File: config.mk
export PLATFORM = sky130hd
export DESIGN_NAME = id_scoreboard
export DESIGN_NICKNAME = d
export VERILOG_FILES = /design/src/rtl/id_scoreboard.sv
export SDC_FILE = /design/constraint.sdc
export NUM_CORES = 1
export LEC_CHECK = 0
export ABC_CLOCK_PERIOD_IN_PS = 6600
export BUFFER_PORTS_ARGS = -buffer_cell sky130_fd_sc_hd__buf_4
export CORE_MARGIN = 4
export CORE_UTILIZATION = 50
export DETAILED_ROUTE_END_ITERATION = 10
export PLACE_DENSITY = 0.68
export SLEW_MARGIN = 10
export SYNTH_ARGS = -nofsm -noshare
export SYNTH_HDL_FRONTEND = slang
export SYNTH_SLANG_ARGS = --single-unit
File: constraint.sdc
create_clock -name clk -period 6.6 [get_ports clk]
set_input_delay 0.33 -clock clk [delete_from_list [all_inputs] [get_ports clk]]
set_output_delay 0.33 -clock clk [all_outputs]
set_load 0.05 [all_outputs]
File: src/rtl/id_scoreboard.sv
// Issue scoreboard for the decode stage: per-register result countdowns gate
// issue on RAW and out-of-order WAW hazards and count stalled cycles.
module id_scoreboard #(
  parameter int NREG   = 32,
  parameter int AW     = 5,
  parameter int LAT_W  = 3,
  parameter int SCNT_W = 16
) (
  input  logic              clk,
  input  logic              rst,
  input  logic              iss_valid,
  output logic              iss_ready,
  input  logic              iss_rs1_en,
  input  logic [AW-1:0]     iss_rs1,
  input  logic              iss_rs2_en,
  input  logic [AW-1:0]     iss_rs2,
  input  logic              iss_we,
  input  logic [AW-1:0]     iss_rd,
  input  logic [LAT_W-1:0]  iss_lat,
  input  logic              flush,
  output logic [NREG-1:0]   busy,
  output logic [SCNT_W-1:0] stall_cnt
);

  logic [LAT_W-1:0] cnt_r     [NREG];
  logic [LAT_W-1:0] cnt_nxt_s [NREG];
  logic             raw1_s;
  logic             raw2_s;
  logic             waw_s;
  logic             fire_s;
  logic             rec_s;

  // Hazard detection and issue permission from the pre-update counts
  always_comb begin
    raw1_s    = iss_rs1_en && (iss_rs1 != AW'(0)) && (cnt_r[iss_rs1] != LAT_W'(0));
    raw2_s    = iss_rs2_en && (iss_rs2 != AW'(0)) && (cnt_r[iss_rs2] != LAT_W'(0));
    // A younger write may only retire after the older one is no longer visible
    waw_s     = iss_we && (iss_rd != AW'(0)) && (cnt_r[iss_rd] > iss_lat);
    iss_ready = !(raw1_s || raw2_s || waw_s) || !rst;
    fire_s    = iss_valid && iss_ready;
    rec_s     = fire_s && iss_we && (iss_rd != AW'(0)) && (iss_lat != LAT_W'(0));
  end

  // Next count per register: flush, then new issue, then countdown
  always_comb begin
    for (int r = 0; r < NREG; r++) begin
      cnt_nxt_s[r] = {LAT_W{1'b0}};
      if ((r == 0) || flush) begin
        cnt_nxt_s[r] = {LAT_W{1'b0}};
      end else if (rec_s && (iss_rd == AW'(r))) begin
        cnt_nxt_s[r] = iss_lat;
      end else if (cnt_r[r] != LAT_W'(0)) begin
        cnt_nxt_s[r] = cnt_r[r] - LAT_W'(1);
      end else begin
        cnt_nxt_s[r] = {LAT_W{1'b0}};
      end
    end
  end

  // Count, busy and stall counter state
  always_ff @(posedge clk) begin
    if (!rst) begin
      for (int r = 0; r < NREG; r++) begin
        cnt_r[r] <= {LAT_W{1'b0}};
      end
      busy      <= {NREG{1'b0}};
      stall_cnt <= {SCNT_W{1'b0}};
    end else begin
      for (int r = 0; r < NREG; r++) begin
        cnt_r[r] <= cnt_nxt_s[r];
        busy[r]  <= (cnt_nxt_s[r] != LAT_W'(0));
      end
      if (iss_valid && !iss_ready && (stall_cnt != {SCNT_W{1'b1}})) begin
        stall_cnt <= stall_cnt + SCNT_W'(1);
      end
    end
  end

endmodule

Word level (Yosys, flattened, before mapping)
Memories as Yosys holds them, arrays and structs flattened.
Index checks and enable logic that the tools add are counted.

operators by class
  reductions and logical operators = 117
  order comparisons = 1
  muxes and demuxes = 127
  bitwise logic cells = 32
  add/subtract/negate cells = 32
  equality and inequality tests = 32

operators by type and width
  cell                     number
  $mux W3                  125
  $reduce_bool A3 Y1       65
  $sub A3 B1 Y3 const B    31
  $eq A5 B5 Y1 const B     16
  $logic_and A1 B1 Y1      43
  $eq A5 B4 Y1 const B     8
  $or A1 B1 Y1             32
  $eq A5 B3 Y1 const B     4
  $add A16 B1 Y16 const B  1
  $ne A16 B16 Y1 const B   1
  $reduce_bool A5 Y1       3
  $eq A5 B2 Y1 const B     2
  $eq A5 B1 Y1 const B     1
  $gt A3 B3 Y1             1
  $logic_not A1 Y1         3
  $logic_or A1 B1 Y1       3
  $mux W1                  2

storage, ports and cells
  output and inout port bits = 49
  input port bits = 25
  bits in writable memories = 96
  logic and storage cells = 345
  memories kept = 1
  register bits after elaboration = 48

memory list
  name   words  width  rd ports  clocked after memory_dff  wr ports  line  RTL
  cnt_r  32     3      34        0                         32        25    logic [LAT_W-1:0] cnt_r [NREG];

Logic depth before layout (Yosys ltp)
  depth in word-level cells = 15
  mapped depth = 16

Worst setup path before layout
Ideal clock, no wire load.

  kind = input-to-reg
  start point = in iss_rd[0]
  end point = reg stall_cnt[15]
  slack = 2,167 ps
  path buffers = 4
  cell stages on the path = 15
  data required time = 6,485 ps
  setup time = 115 ps
  arrival = 4,318 ps
  cells stage by stage = clkbuf_1 -> buf_1 -> mux4_2 -> mux4_2 -> mux2_2 -> ha_1 -> a21o_1 -> a21oi_1 -> o22ai_1 -> a211oi_1 -> and2_4 -> buf_6 -> buf_2 -> nor4_1 -> o21a_1

between the ends
  longest elaborated chain between the ends = 9
  elaborated cells on any way between the ends = 11
  those cells by class = order compare (1); reduce/logical (9); memory (1)

ends and longest elaborated chain
  element                                                      line  RTL
  start, declared                                              18    input logic [AW-1:0] iss_rd,
  $mem_v2 Z32 W3 / $reduce_bool A5 Y1 (equally long branches)  n/a
  $gt A3 B3 Y1 / $logic_and A1 B1 Y1 (equally long branches)   38    waw_s = iss_we && (iss_rd != AW'(0)) && (cnt_r[iss_rd] > iss_lat);
  $logic_and A1 B1 Y1 *                                        38
  $logic_or A1 B1 Y1 *                                         39    iss_ready = !(raw1_s || raw2_s || waw_s) || !rst;
  $logic_not A1 Y1 *                                           39
  $logic_or A1 B1 Y1 *                                         39
  named net iss_ready                                          12    output logic iss_ready,
  $logic_not A1 Y1 *                                           73    if (iss_valid && !iss_ready && (stall_cnt != {SCNT_W{1'b1}})) begin
  $logic_and A1 B1 Y1 * (2 in a row)                           73
  end signal, assigned                                         67    stall_cnt <= {SCNT_W{1'b0}};
  end signal, assigned                                         74    stall_cnt <= stall_cnt + SCNT_W'(1);
  end, declared                                                22    output logic [SCNT_W-1:0] stall_cnt

The timed path passes the listed nets; every way through them passes the cells marked *.
A chain may end at the register's enable or synchronous reset.

Final worst setup path
  start point = in iss_rd[0]
  end point = out iss_ready

between the ends
  longest elaborated chain between the ends = 6
  elaborated cells on any way between the ends = 8
  those cells by class = order compare (1); reduce/logical (6); memory (1)

ends and longest elaborated chain
  element                                                      line
  $mem_v2 Z32 W3 / $reduce_bool A5 Y1 (equally long branches)  n/a
  $gt A3 B3 Y1 / $logic_and A1 B1 Y1 (equally long branches)   38
  $logic_and A1 B1 Y1 *                                        38
  $logic_or A1 B1 Y1 *                                         39
  $logic_not A1 Y1 *                                           39
  $logic_or A1 B1 Y1 *                                         39
  end, declared                                                12

Mark *: on every way between the ends. The rest lies on a longest branch, timed or not.

==> impl_metrics.json <==
{
  "stdcell_count": 1343,
  "synthArstFlopShare_pct": 0,
  "start_kind": "input port",
  "crit_chain": "buf_4 -> mux4_2 -> mux4_2 -> mux2_2 -> ha_1 -> a21o_1 -> a21oi_1 -> o22ai_1 -> a211oi_1 -> and2_4 -> buf_4",
  "drive_above_1_share_pct": 15.44,
  "arrival_ns": 4.00,
  "ys_top_cells_by_count": "dfxtp_1, mux2i_1, nand2_1",
  "min_period_ns": 4.327,
  "ys_seq_area_share_pct": 30.30,
  "rsz0062_at_grt": "false",
  "grt_pass1_wl_mm": 41.19,
  "die_area_sq_um": 20740,
  "htree_levels": 4,
  "cp.required_ns": 6.27,
  "synth_top_area_share_pct": 30.30,
  "crit_path_max_fanout": 51,
  "grt_usage_pct": 25.50,
  "drv_slew": 0,
  "ios": 74,
  "clock_path_buffers": 2,
  "cts-resized-gates": 0,
  "cap_violations": 0,
  "area_growth_pct": 13.12,
  "multiInputGateArea_sq_um": 5931,
  "nNetsFinal": 1192,
  "tightestPinTransition_ns": 0.9616,
  "tns_ns": 0,
  "syn_nets": 1161,
  "skew_ns": 0.008315,
  "drt_iter0_drc": 761,
  "netlist_area_sq_um": 9250,
  "clk_pin_slew_worst_paths_ns": 0.06,
  "start_util_pct": 51.14,
  "clockRootBuffer": "clkbuf_16",
  "yosys.area.top_type": "dfxtp_1",
  "yosys-top-cells-area": "dfxtp_1, mux2i_1, ha_1",
  "syn_area_per_cell_sq_um": 8.645,
  "final_util_pct": 57.86,
  "dpl.hpwl_mm": 17.60,
  "vdd_drop_max_v": 0.0001745,
  "synth-edff-count": 0,
  "num_antenna_cells": 0,
  "dp_cells": 1311,
  "dp_slack_ns": 2.161,
  "leakage_nw": 4.759,
  "fillers": 1606,
  "cts-buffers-inserted": 17,
  "synth-seq-cells": 140,
  "grt-ovfl-total": 0,
  "first_pass_iters": 5,
  "critical_path.max_stage_delay_ns": 0.61,
  "fin_ws_ns": 2.273,
  "die_w_um": 144.0,
  "outcome": "complete, no violations",
  "yosys_warnings": 0,
  "hold_viol_final": 0,
  "place_congestion": 0.9467,
  "cellPowerDensity_nw_per_um2": 191.0,
  "post-route-period-util_pct": 65.56,
  "synth.distinct_cells": 57,
  "power.total_mw": 1.999,
  "clock_latency_ns": 0.44,
  "vias": 8038,
  "cts_tree": "yes",
  "area.sequential_sq_um": 2803,
  "clock-sinks": 140,
  "grt_max_degree": 72,
  "worstSetupPathType": "input port to primary output",
  "port_buffers": 72,
  "die_h_um": 144.0,
  "hold_class": "input port to flop",
  "first_global_vias": 7564,
  "routed_via_density": 5.985,
  "drc": 0,
  "synth.most_common_cell": "dfxtp_1",
  "fmax_mhz": 231.1,
  "fp-row-count": 49,
  "routedWlPerCell_um": 19.30,
  "synth_cells": 1070,
  "max_slew_margin_pct": 35.61,
  "end_kind": "primary output",
  "synthFlopType": "dfxtp_1",
  "setup_viol": 0,
  "final_antenna_net_count": 0,
  "core_area_sq_um": 18090,
  "slowest_stage": "and2_4",
  "post-cts-setup-buffers": 0,
  "wl_mm": 25.92,
  "ctsHoldBuffers": 0,
  "antenna_found_initial": 0
}
[flip-flops by register name (all words and copies together), names as in the netlist]
signal	count
busy	31
stall_cnt	16
cnt_r	93
[worst max-delay path, delay by kind of cell]
kind	cells	cell delay (ns)
adders and majority gates	1	0.29
AOI/OAI and AO/OA	4	0.65
and+or+nand+nor	1	0.61
muxes	3	1.36
buffers and inverters	2	0.71
[where the power goes]
group	switching, mW	internal (mW)
Clock	0.382	0.612
Sequential	0.00307	0.848
Combinational	0.109	0.0445
[layout by cell type, fill, tap and decap left out, types with 8 or more instances in the layout]
cell	n
dfxtp_1	140
nor2_1	31
ha_1	66
buf_4	76
or2_2	21
mux4_2	28
nor4_1	22
mux2i_1	137
nand2_1	122
nand2b_1	67
inv_1	71
nand3_1	32
o21ai_0	62
nor3_1	27
clkbuf_16	17
and3_1	11
a211oi_1	8
or3_1	32
a21oi_1	50
[area by class of cell]
cell class	instances	share of cell area (%)
sequential	140	26.78
clock inverter	11	1.363
tap	229	2.738
inverter	72	2.583
clock buffer	21	4.400
timing repair buffer	76	5.453
multi-input combinational	794	56.68
[per-layer routing]
layer  wire (um)  track usage (%)  vias to the layer above
li1            -                -                     3847
met1       11200            34.51                     3772
met2       11730            39.81                      366
met3        2353            6.151                       53
met4         630            9.217                        0
met5           0                0                        -
[worst paths after layout]
path / slack, ns / cells past startpoint / start / end
setup / recovery: 2.27 / 11 / iss_rd[0] / iss_ready
hold / removal: 0.29 / 4 / flush / cnt_r[16][1]
setup reg to reg: 2.63 / 11 / cnt_r[31][1] / cnt_r[31][2]
hold reg to reg: 0.48 / 2 / stall_cnt[7] / stall_cnt[7]
[stage by stage]
stage	cell area [sq um]	hold slack, ns
3_5_place_dp	9861	0.4718
4_1_cts	10460	0.2813
3_3_place_gp	9861	0.4691
6_report	10460	0.2920
5_1_grt	10460	0.2990
2_1_floorplan	9250	0.5331
[kinds of logic (layout without fill, tap and decap cells)]
| group | count (synthesis) | after routing | synth area share [%] |
|---|---|---|---|
| compound gates | 163 | 163 | 10.69 |
| fa+ha+maj | 66 | 66 | 8.927 |
| buf+inv | 136 | 180 | 5.776 |
| flops | 140 | 140 | 30.30 |
| mux | 169 | 169 | 22.13 |
| other cells | 1 | 1 | 0.04054 |
| simple gates | 395 | 395 | 22.14 |
Note: power is estimated with default switching activity, not from simulation.
